### src/rtl/paddle_quad_pkg.sv
// Shared types and helpers for the paddle quadrature controller:
// FSM states, signed step direction and the Gray phase sequencer.
package paddle_quad_pkg;

    typedef enum logic [1:0] {
        ST_IDLE     = 2'd0,
        ST_MOVE     = 2'd1,
        ST_HANDOVER = 2'd2
    } state_e;

    typedef logic signed [1:0] dir_t;

    localparam dir_t DIR_NONE = 2'sb00;
    localparam dir_t DIR_POS  = 2'sb01;
    localparam dir_t DIR_NEG  = 2'sb11;

    typedef struct packed {
        logic left;
        logic right;
    } paddle_req_t;

    // Both-pressed collapses to idle so a rocking thumb cannot jitter the encoder.
    function automatic dir_t req_dir(paddle_req_t req);
        dir_t d;
        case ({req.left, req.right})
            2'b01:   d = DIR_POS;
            2'b10:   d = DIR_NEG;
            default: d = DIR_NONE;
        endcase
        return d;
    endfunction

    // Forward order is 00 -> 01 -> 11 -> 10 -> 00; one bit flips per step.
    function automatic logic [1:0] quad_next(logic [1:0] phase, dir_t dir);
        logic [1:0] fwd;
        logic [1:0] rev;
        logic [1:0] nxt;
        case (phase)
            2'b00:   begin fwd = 2'b01; rev = 2'b10; end
            2'b01:   begin fwd = 2'b11; rev = 2'b00; end
            2'b11:   begin fwd = 2'b10; rev = 2'b01; end
            default: begin fwd = 2'b00; rev = 2'b11; end
        endcase
        if (dir == DIR_POS) begin
            nxt = fwd;
        end else if (dir == DIR_NEG) begin
            nxt = rev;
        end else begin
            nxt = phase;
        end
        return nxt;
    endfunction

endpackage

### src/rtl/paddle_quad_ctrl_stepper.sv
// Holds the encoder phase and advances it one Gray step per strobe.
module quad_stepper
    import paddle_quad_pkg::*;
(
    input  logic       clk,
    input  logic       reset,
    input  logic       step,
    input  dir_t       dir,
    output logic [1:0] steer
);

    logic [1:0] steer_q;
    logic [1:0] steer_d;

    always_comb begin
        steer_d = steer_q;
        if (step) begin
            steer_d = quad_next(steer_q, dir);
        end
    end

    always_ff @(posedge clk) begin
        if (reset) begin
            steer_q <= 2'b00;
        end else begin
            steer_q <= steer_d;
        end
    end

    assign steer = steer_q;

endmodule

### src/rtl/paddle_quad_ctrl.sv
// Single shared paddle encoder: picks the owning player, ramps the step rate
// and guards player handovers so the core never sees a phase jump.
module paddle_quad_ctrl
    import paddle_quad_pkg::*;
#(
    parameter int unsigned CLKDIV_SLOW  = 5500,
    parameter int unsigned CLKDIV_FAST  = 1375,
    parameter int unsigned RAMP_STEPS   = 8,
    parameter int unsigned SWITCH_GUARD = 16
) (
    input  logic       CLK,
    input  logic       RESET,
    input  logic       left0,
    input  logic       right0,
    input  logic       left1,
    input  logic       right1,
    input  logic       active_player,
    input  logic       freeze,
    output logic [1:0] steer,
    output logic       owner,
    output logic       moving
);

    localparam int unsigned CNT_W   = $clog2(CLKDIV_SLOW);
    localparam int unsigned RAMP_W  = $clog2(RAMP_STEPS + 1);
    localparam int unsigned GUARD_W = $clog2(SWITCH_GUARD);

    state_e              state_q, state_d;
    logic [CNT_W-1:0]    cnt_q, cnt_d;
    logic [RAMP_W-1:0]   ramp_q, ramp_d;
    logic [GUARD_W-1:0]  guard_q, guard_d;
    dir_t                dir_q, dir_d;
    logic                owner_q, owner_d;
    logic                moving_q, moving_d;

    paddle_req_t         req_c;
    dir_t                dir_c;
    logic                handover_c;
    logic                ramp_full_c;
    logic [CNT_W-1:0]    div_m1_c;
    logic                step_c;

    // Request of whichever player currently owns the encoder.
    always_comb begin
        req_c.left  = owner_q ? left1  : left0;
        req_c.right = owner_q ? right1 : right0;
        dir_c       = req_dir(req_c);
        handover_c  = (active_player != owner_q) && (state_q != ST_HANDOVER);
        ramp_full_c = (ramp_q == RAMP_W'(RAMP_STEPS));
        div_m1_c    = ramp_full_c ? CNT_W'(CLKDIV_FAST - 1) : CNT_W'(CLKDIV_SLOW - 1);
    end

    always_comb begin
        state_d = state_q;
        cnt_d   = cnt_q;
        ramp_d  = ramp_q;
        guard_d = guard_q;
        dir_d   = dir_q;
        owner_d = owner_q;
        step_c  = 1'b0;

        if (freeze) begin
            state_d = ST_IDLE;
            cnt_d   = '0;
            ramp_d  = '0;
            guard_d = '0;
        end else if (handover_c) begin
            state_d = ST_HANDOVER;
            guard_d = '0;
            cnt_d   = '0;
        end else begin
            case (state_q)
                ST_IDLE: begin
                    if (dir_c != DIR_NONE) begin
                        state_d = ST_MOVE;
                        cnt_d   = '0;
                        dir_d   = dir_c;
                    end
                end
                ST_MOVE: begin
                    if (dir_c == DIR_NONE) begin
                        state_d = ST_IDLE;
                        cnt_d   = '0;
                        ramp_d  = '0;
                    end else if (dir_c != dir_q) begin
                        // Reversal restarts the slow rate without stepping.
                        dir_d  = dir_c;
                        cnt_d  = '0;
                        ramp_d = '0;
                    end else if (cnt_q == div_m1_c) begin
                        step_c = 1'b1;
                        cnt_d  = '0;
                        ramp_d = ramp_full_c ? ramp_q : ramp_q + RAMP_W'(1);
                    end else begin
                        cnt_d = cnt_q + CNT_W'(1);
                    end
                end
                ST_HANDOVER: begin
                    if (guard_q == GUARD_W'(SWITCH_GUARD - 1)) begin
                        owner_d = active_player;
                        state_d = ST_IDLE;
                        ramp_d  = '0;
                        guard_d = '0;
                    end else begin
                        guard_d = guard_q + GUARD_W'(1);
                    end
                end
                default: begin
                    state_d = ST_IDLE;
                end
            endcase
        end

        moving_d = (state_d == ST_MOVE);
    end

    always_ff @(posedge CLK) begin
        if (RESET) begin
            state_q  <= ST_IDLE;
            cnt_q    <= '0;
            ramp_q   <= '0;
            guard_q  <= '0;
            dir_q    <= DIR_NONE;
            owner_q  <= 1'b0;
            moving_q <= 1'b0;
        end else begin
            state_q  <= state_d;
            cnt_q    <= cnt_d;
            ramp_q   <= ramp_d;
            guard_q  <= guard_d;
            dir_q    <= dir_d;
            owner_q  <= owner_d;
            moving_q <= moving_d;
        end
    end

    quad_stepper u_stepper (
        .clk   (CLK),
        .reset (RESET),
        .step  (step_c),
        .dir   (dir_q),
        .steer (steer)
    );

    assign owner  = owner_q;
    assign moving = moving_q;

endmodule

### config.mk
export PLATFORM = sky130hd
export DESIGN_NAME = paddle_quad_ctrl
export DESIGN_NICKNAME = d
export VERILOG_FILES = /design/src/rtl/paddle_quad_pkg.sv /design/src/rtl/paddle_quad_ctrl_stepper.sv /design/src/rtl/paddle_quad_ctrl.sv
export SDC_FILE = /design/constraint.sdc
export NUM_CORES = 1
export LEC_CHECK = 0
export CORE_ASPECT_RATIO = 0.5
export CORE_MARGIN = 2
export CORE_UTILIZATION = 50
export CTS_CLUSTER_DIAMETER = 200
export DETAILED_ROUTE_END_ITERATION = 6
export GPL_ROUTABILITY_DRIVEN = 0
export PLACE_DENSITY = 0.7
export SYNTH_ARGS = -nofsm -noshare
export SYNTH_HDL_FRONTEND = slang
export SYNTH_HIERARCHICAL = 1
export SYNTH_SLANG_ARGS = --single-unit
### constraint.sdc
create_clock -name CLK -period 4.2 [get_ports CLK]
set_input_delay 0.84 -clock CLK [delete_from_list [all_inputs] [get_ports CLK]]
set_output_delay 0.84 -clock CLK [all_outputs]
set_load 0.03 [all_outputs]
# Yosys cells after proc, flatten, opt, wreduce, memory -nomap -nowiden
# Index checks and enable logic that the tools add are counted.
dict set report totals {
  register_bits 29
  in_bits 8
  elab_cells 85
}
dict set report classes {
  addsub 3
  n_eq_ne 21
  muxes 36
  bitwise 2
  reduce_logical 15
}
# operator n
set ops {}
lappend ops {{two-way mux 13 bit} 5}
lappend ops {{one-hot mux 13 bit (2 select lines)} 1}
lappend ops {{two-way mux 4 bit} 6}
lappend ops {{two-way mux 2 bit} 10}
lappend ops {{one-hot mux 2 bit (3 select lines)} 3}
lappend ops {{adder 13 x 1 -> 13 bit, second input constant} 1}
lappend ops {{equality test 13 bit} 1}
lappend ops {{equality test 2 x 1 -> 1 bit, second input constant} 5}
lappend ops {{inequality test 2 bit, second input constant} 5}
lappend ops {{adder 4 x 1 -> 4 bit, second input constant} 2}
lappend ops {{equality test 2 bit, second input constant} 4}
lappend ops {{equality test 4 bit, second input constant} 2}
lappend ops {{two-way mux 1 bit} 8}
lappend ops {{inequality test 4 bit, second input constant} 2}
lappend ops {{one-hot mux 2 bit (2 select lines)} 2}
lappend ops {{one-hot mux 4 bit (2 select lines)} 1}
lappend ops {{nonzero test 2 bit} 4}
lappend ops {{zero test 2 bit} 3}
lappend ops {{AND reduction 6 bit} 1}
lappend ops {{AND reduction 5 bit} 1}
lappend ops {{AND reduction 2 bit} 2}
lappend ops {{AND reduction 4 bit} 1}
lappend ops {{OR reduction 3 bit} 1}
lappend ops {{inequality test 2 bit} 1}
lappend ops {{4 further kinds} 5}

# Longest topological paths before layout
dict set report depth {
  depth_word 10
  mapped_depth 8
}

# By module
# Netlist, hierarchy kept.
# mod instances cells_each area_each_um2 seq_area_each_um2
set by_module_without_submodules {}
lappend by_module_without_submodules {paddle_quad_ctrl 1 185 1532.7 540.5}
lappend by_module_without_submodules {quad_stepper 1 10 97.6 40.0}

# Least setup slack after synthesis
# No wires, ideal clock.
dict set report synth_path {
  path_type {in2reg}
  startpoint {in left1}
  endpoint {reg u_stepper.steer_q[1] (netlist: u_stepper/steer[1])}
  setup_ns 0.091
  t_arrival_ns 2.555
  slack_ns 1.554
  path_stages 7
  path_buffers 0
  cell_sequence {mux2_2 ha_1 nor2b_1 nand3_1 nor4_1 a21oi_1 a311oi_1}
}
dict set report synth_between {
  elab_chain_cells 10
}
# element line_no
set synth_lines {}
lappend synth_lines {{from (decl)} paddle_quad_ctrl.sv:15} ;# input logic left1,
lappend synth_lines {{two-way mux 1 bit (*)} paddle_quad_ctrl.sv:45} ;# req_c.left = owner_q ? left1 : left0;
lappend synth_lines {{equality test 2 bit / equality test 2 x 1 -> 1 bit (equally long branches)} paddle_quad_pkg.sv:25} ;# case ({req.left, req.right})
lappend synth_lines {{one-hot mux 2 bit (2 select lines) (*)} paddle_quad_pkg.sv:25}
lappend synth_lines {{inequality test 2 bit} paddle_quad_ctrl.sv:85} ;# end else if (dir_c != dir_q) begin
lappend synth_lines {{two-way mux 1 bit} paddle_quad_ctrl.sv:85}
lappend synth_lines {{two-way mux 1 bit (*)} paddle_quad_ctrl.sv:81} ;# if (dir_c == DIR_NONE) begin
lappend synth_lines {{two-way mux 1 bit (*)} paddle_quad_ctrl.sv:72} ;# case (state_q)
lappend synth_lines {{two-way mux 1 bit (*)} paddle_quad_ctrl.sv:67} ;# end else if (handover_c) begin
lappend synth_lines {{two-way mux 1 bit (*)} paddle_quad_ctrl.sv:62} ;# if (freeze) begin
lappend synth_lines {{net step_c} paddle_quad_ctrl.sv:41} ;# logic step_c;
lappend synth_lines {{AND reduction 2 bit (no line) (*)} -}
lappend synth_lines {{to (signal assigned)} paddle_quad_ctrl_stepper.sv:26} ;# steer_q <= steer_d;
lappend synth_lines {{to (decl)} paddle_quad_ctrl_stepper.sv:12} ;# logic [1:0] steer_q;
# The timed path passes the listed nets; every way through them passes the cells marked *.
# A chain may end at the register's enable or synchronous reset.

# Worst setup path in the final report
dict set report layout_path {
  startpoint {in left0}
  endpoint {reg u_stepper.steer_q[1] (netlist: u_stepper/steer[1])}
}
dict set report layout_between {
  elab_chain_cells 10
}
# element line_no
set layout_lines {}
lappend layout_lines {{from (decl)} paddle_quad_ctrl.sv:13} ;# input logic left0,
lappend layout_lines {{two-way mux 1 bit (*)} paddle_quad_ctrl.sv:45}
lappend layout_lines {{equality test 2 bit / equality test 2 x 1 -> 1 bit (equally long branches)} paddle_quad_pkg.sv:25}
lappend layout_lines {{one-hot mux 2 bit (2 select lines) (*)} paddle_quad_pkg.sv:25}
lappend layout_lines {{inequality test 2 bit} paddle_quad_ctrl.sv:85}
lappend layout_lines {{two-way mux 1 bit} paddle_quad_ctrl.sv:85}
lappend layout_lines {{two-way mux 1 bit (*)} paddle_quad_ctrl.sv:81}
lappend layout_lines {{two-way mux 1 bit (*)} paddle_quad_ctrl.sv:72}
lappend layout_lines {{two-way mux 1 bit (*)} paddle_quad_ctrl.sv:67}
lappend layout_lines {{two-way mux 1 bit (*)} paddle_quad_ctrl.sv:62}
lappend layout_lines {{net step_c} paddle_quad_ctrl.sv:41}
lappend layout_lines {{AND reduction 2 bit (no line) (*)} -}
# Marks and branches as above.

==> results.py <==
metrics = {
    "status": {
        "status": "finished, final reports clean",
    },
    "route": {
        "wirelength_um": 3370,
        "antenna_left": 0,
        "first_pass_iters": 4,
        "avgRoutedWirePerCell_um": 13.5,
        "vias": 1409,
        "route.detailed.drc": 0,
        "dr.first_iter.drc_count": 75,
        "viasPerCell": 5.66,
    },
    "layout": {
        "syn2layout_area_growth_pct": 14.4,
        "final_cell_mix": "dfxtp_1, nor2_1, nand2_1",
        "final_util": 0.612,
        "finalNetCount": 226,
        "drive_above_1_share": 0.0622,
        "nFillCells": 274,
        "register_area_um2": 581,
        "final_common_cell": "dfxtp_1",
        "antennaDiodeCount": 0,
        "multi_input_area_um2": 1010,
    },
    "clock_tree": {
        "clk_pin_slew_worst_paths_ps": 60,
        "post_cts_buffers": 0,
        "cts_made_buffers": 5,
        "ctsResizeCount": 0,
        "cts_hold_buf": 0,
        "cts.sinks": 29,
        "cts-root-buf": "clkbuf_8",
        "cts_buffer_depth": 2,
        "clock_latency_ps": 290,
        "cts_tree": "built",
        "htreeDepth": 2,
    },
    "die": {
        "dieArea_um2": 3760,
        "die_h_um": 44.4,
        "placementRows": 14,
        "coreArea_um2": 3050,
        "io_pins": 12,
        "die_w_um": 84.8,
        "initial_core_util": 0.535,
    },
    "global_route": {
        "antenna_found_initial": 0,
        "track_usage": 0.196,
        "grt_pass1_wl_um": 5640,
        "grt-ovfl-total": 0,
        "grt_pass1_vias": 1297,
        "grt_max_degree": 15,
    },
    "timing": {
        "final-setup-viol-count": 0,
        "tns_ps": 0,
        "slew_violations": 0,
        "period_needed_ps": 3140,
        "timing.final.ws_setup_ps": 1060,
        "rsz0062_at_grt": "no",
        "final_hold_viol_count": 0,
        "fin_skew_ps": 4.47,
        "worst_pin_slew_ps": 816,
        "finalCritPeriodShare": 0.747,
        "slew_headroom": 0.454,
        "clock.fmax_ghz": 0.319,
    },
    "synthesis": {
        "synth.distinct_cells": 48,
        "async_reset_ff_frac": 0,
        "synth_area_per_cell_um2": 8.36,
        "ys_seq_area_frac": 0.356,
        "synth_fp_nets": 212,
        "syn-cell-area_um2": 1630,
        "synth_flop_cell": "dfxtp_1",
        "synth_edf_count": 0,
        "ys_warn_count": 6,
        "syn_inst": 195,
        "synth-seq-cells": 29,
    },
    "worst_setup_path": {
        "worst-endpoint-arrival_ps": 3330,
        "crit_slowest_cell": "nor4_1",
        "critical_path_buf_inv_count": 1,
        "worst_ep_required_time_ps": 4390,
        "end_kind": "register",
        "cp-start-kind": "input port",
        "crit_fanout": 6,
        "critPathKind": "input port to register",
        "cpPeakStageDelay_ps": 600,
        "critPathTopFamily": "simple AND/OR/NAND/NOR gates",
        "path_cells": "clkdlybuf4s50_1 > mux2_2 > ha_1 > nor2b_1 > nand3_1 > nor4_1 > a21oi_1 > a311oi_1",
    },
    "min_path": {
        "holdCritPathClass": "register to register",
    },
    "pwr": {
        "clockPowerShare": 0.417,
        "ir_drop_mv": 0.148,
        "internal_power_mw": 0.425,
        "power.leakage_nw": 0.591,
        "switching_share": 0.236,
        "switching_power_mw": 0.131,
        "p_per_area_nw_per_um2": 298,
        "pwr-share-comb": 0.080,
        "pwr-share-seq": 0.504,
    },
    "placement": {
        "hpwl_um": 2470,
        "port_buffers": 11,
        "dp_slack_ps": 798,
    },
    "job": {
        "maxCapViolations": 0,
    },
}
state kept, by name, summed over array words and instances (netlist names):
name,cells
moving,1
owner,1
dir_q,2
u_stepper/steer,2
guard_q,4
cnt_q,13
ramp_q,4
state_q,2
worst reg2reg max path: stages, from the launching register on:
cell and delay (ps):
dfxtp_1 420, mux2_2 360, ha_1 330, nor2b_1 230, nand3_1 260, nor4_1 600
a21oi_1 160, a311oi_1 250
metrics by stage:
stage                     hold WS, ps  std cells  cell area (um^2)  total power [mW]
after global placement            460        242              1780             0.330
after detailed placement          474        242              1780             0.330
after global routing              530        249              1860             0.580
after CTS                         483        249              1860             0.563
after floorplan                   446        195              1630             0.314
final                             485        249              1860             0.556
power by group through the flow:
stage | clock network [mW] | logic, mW | registers (mW)
6_report | 0.232 | 0.0442 | 0.280
5_1_grt | 0.250 | 0.0491 | 0.280
4_1_cts | 0.238 | 0.0444 | 0.280
3_5_place_dp | 0 | 0.0438 | 0.286
3_3_place_gp | 0 | 0.0437 | 0.286
2_1_floorplan | 0 | 0.0279 | 0.286
layout make-up:
| class | count | area share |
|---|---|---|
| Timing Repair Buffer | 12 | 0.0631 |
| Clock buffer | 7 | 0.0463 |
| Sequential cell | 29 | 0.311 |
| Inverter | 5 | 0.0101 |
| Multi-Input combinational cell | 156 | 0.542 |
| Tap cell | 40 | 0.0268 |
cell usage after synthesis (2+ instances only):
cell type   n  area share
ha_1        9       0.069
a21oi_1     8       0.025
xnor2_1     7       0.038
o21ai_0     5       0.015
nand3b_1    4       0.018
nand3_1     9       0.028
o21a_1      2      0.0092
xor2_1      3       0.016
nand2_1    22       0.051
mux2_2      2       0.014
dfxtp_1    29        0.36
nor2_1     25       0.058
inv_1       5       0.012
nand4b_1    2       0.011
or3_1       2      0.0077
nor4_1      3       0.012
or4_1       4       0.018
nor3_1      5       0.015
clkbuf_1    4      0.0092
and3_1      2      0.0077
a21boi_1    2      0.0092
mux2i_1     5       0.031
a31oi_1     6       0.023
nand4_1     2      0.0077
nor2b_1     5       0.019
metal layers:
metal,GRT usage,vias up,wire [um]
met5,0,-,0
li1,-,727,-
met2,0.313,27,1420
met3,0.0840,3,209
met4,0.0476,0,32
met1,0.250,652,1700
kinds of logic (layout without fill, tap and decap cells):
kind of cell,Yosys count,after routing,synth area share
adder cells (fa/ha/maj),9,9,0.0691
multiplexers,7,7,0.0445
buffers and inverters,10,24,0.0238
XOR/XNOR,10,10,0.0537
AND/OR/NAND/NOR,95,95,0.310
AO/OA/AOI/OAI,35,35,0.143
flip-flops,29,29,0.356
path summary, 6_finish.rpt:
kind,from,to,slack [ps],cells past startpoint
min reg2reg,ramp_q[3]$_SDFFE_PP0P_,ramp_q[3]$_SDFFE_PP0P_,490,2
max reg2reg,owner$_SDFFE_PP0P_,u_stepper/steer[1]$_SDFFE_PP0P_,1490,7
min,ramp_q[3]$_SDFFE_PP0P_,ramp_q[3]$_SDFFE_PP0P_,490,2
max,left0,u_stepper/steer[1]$_SDFFE_PP0P_,1060,8
Power figures use the tool's default switching activity.
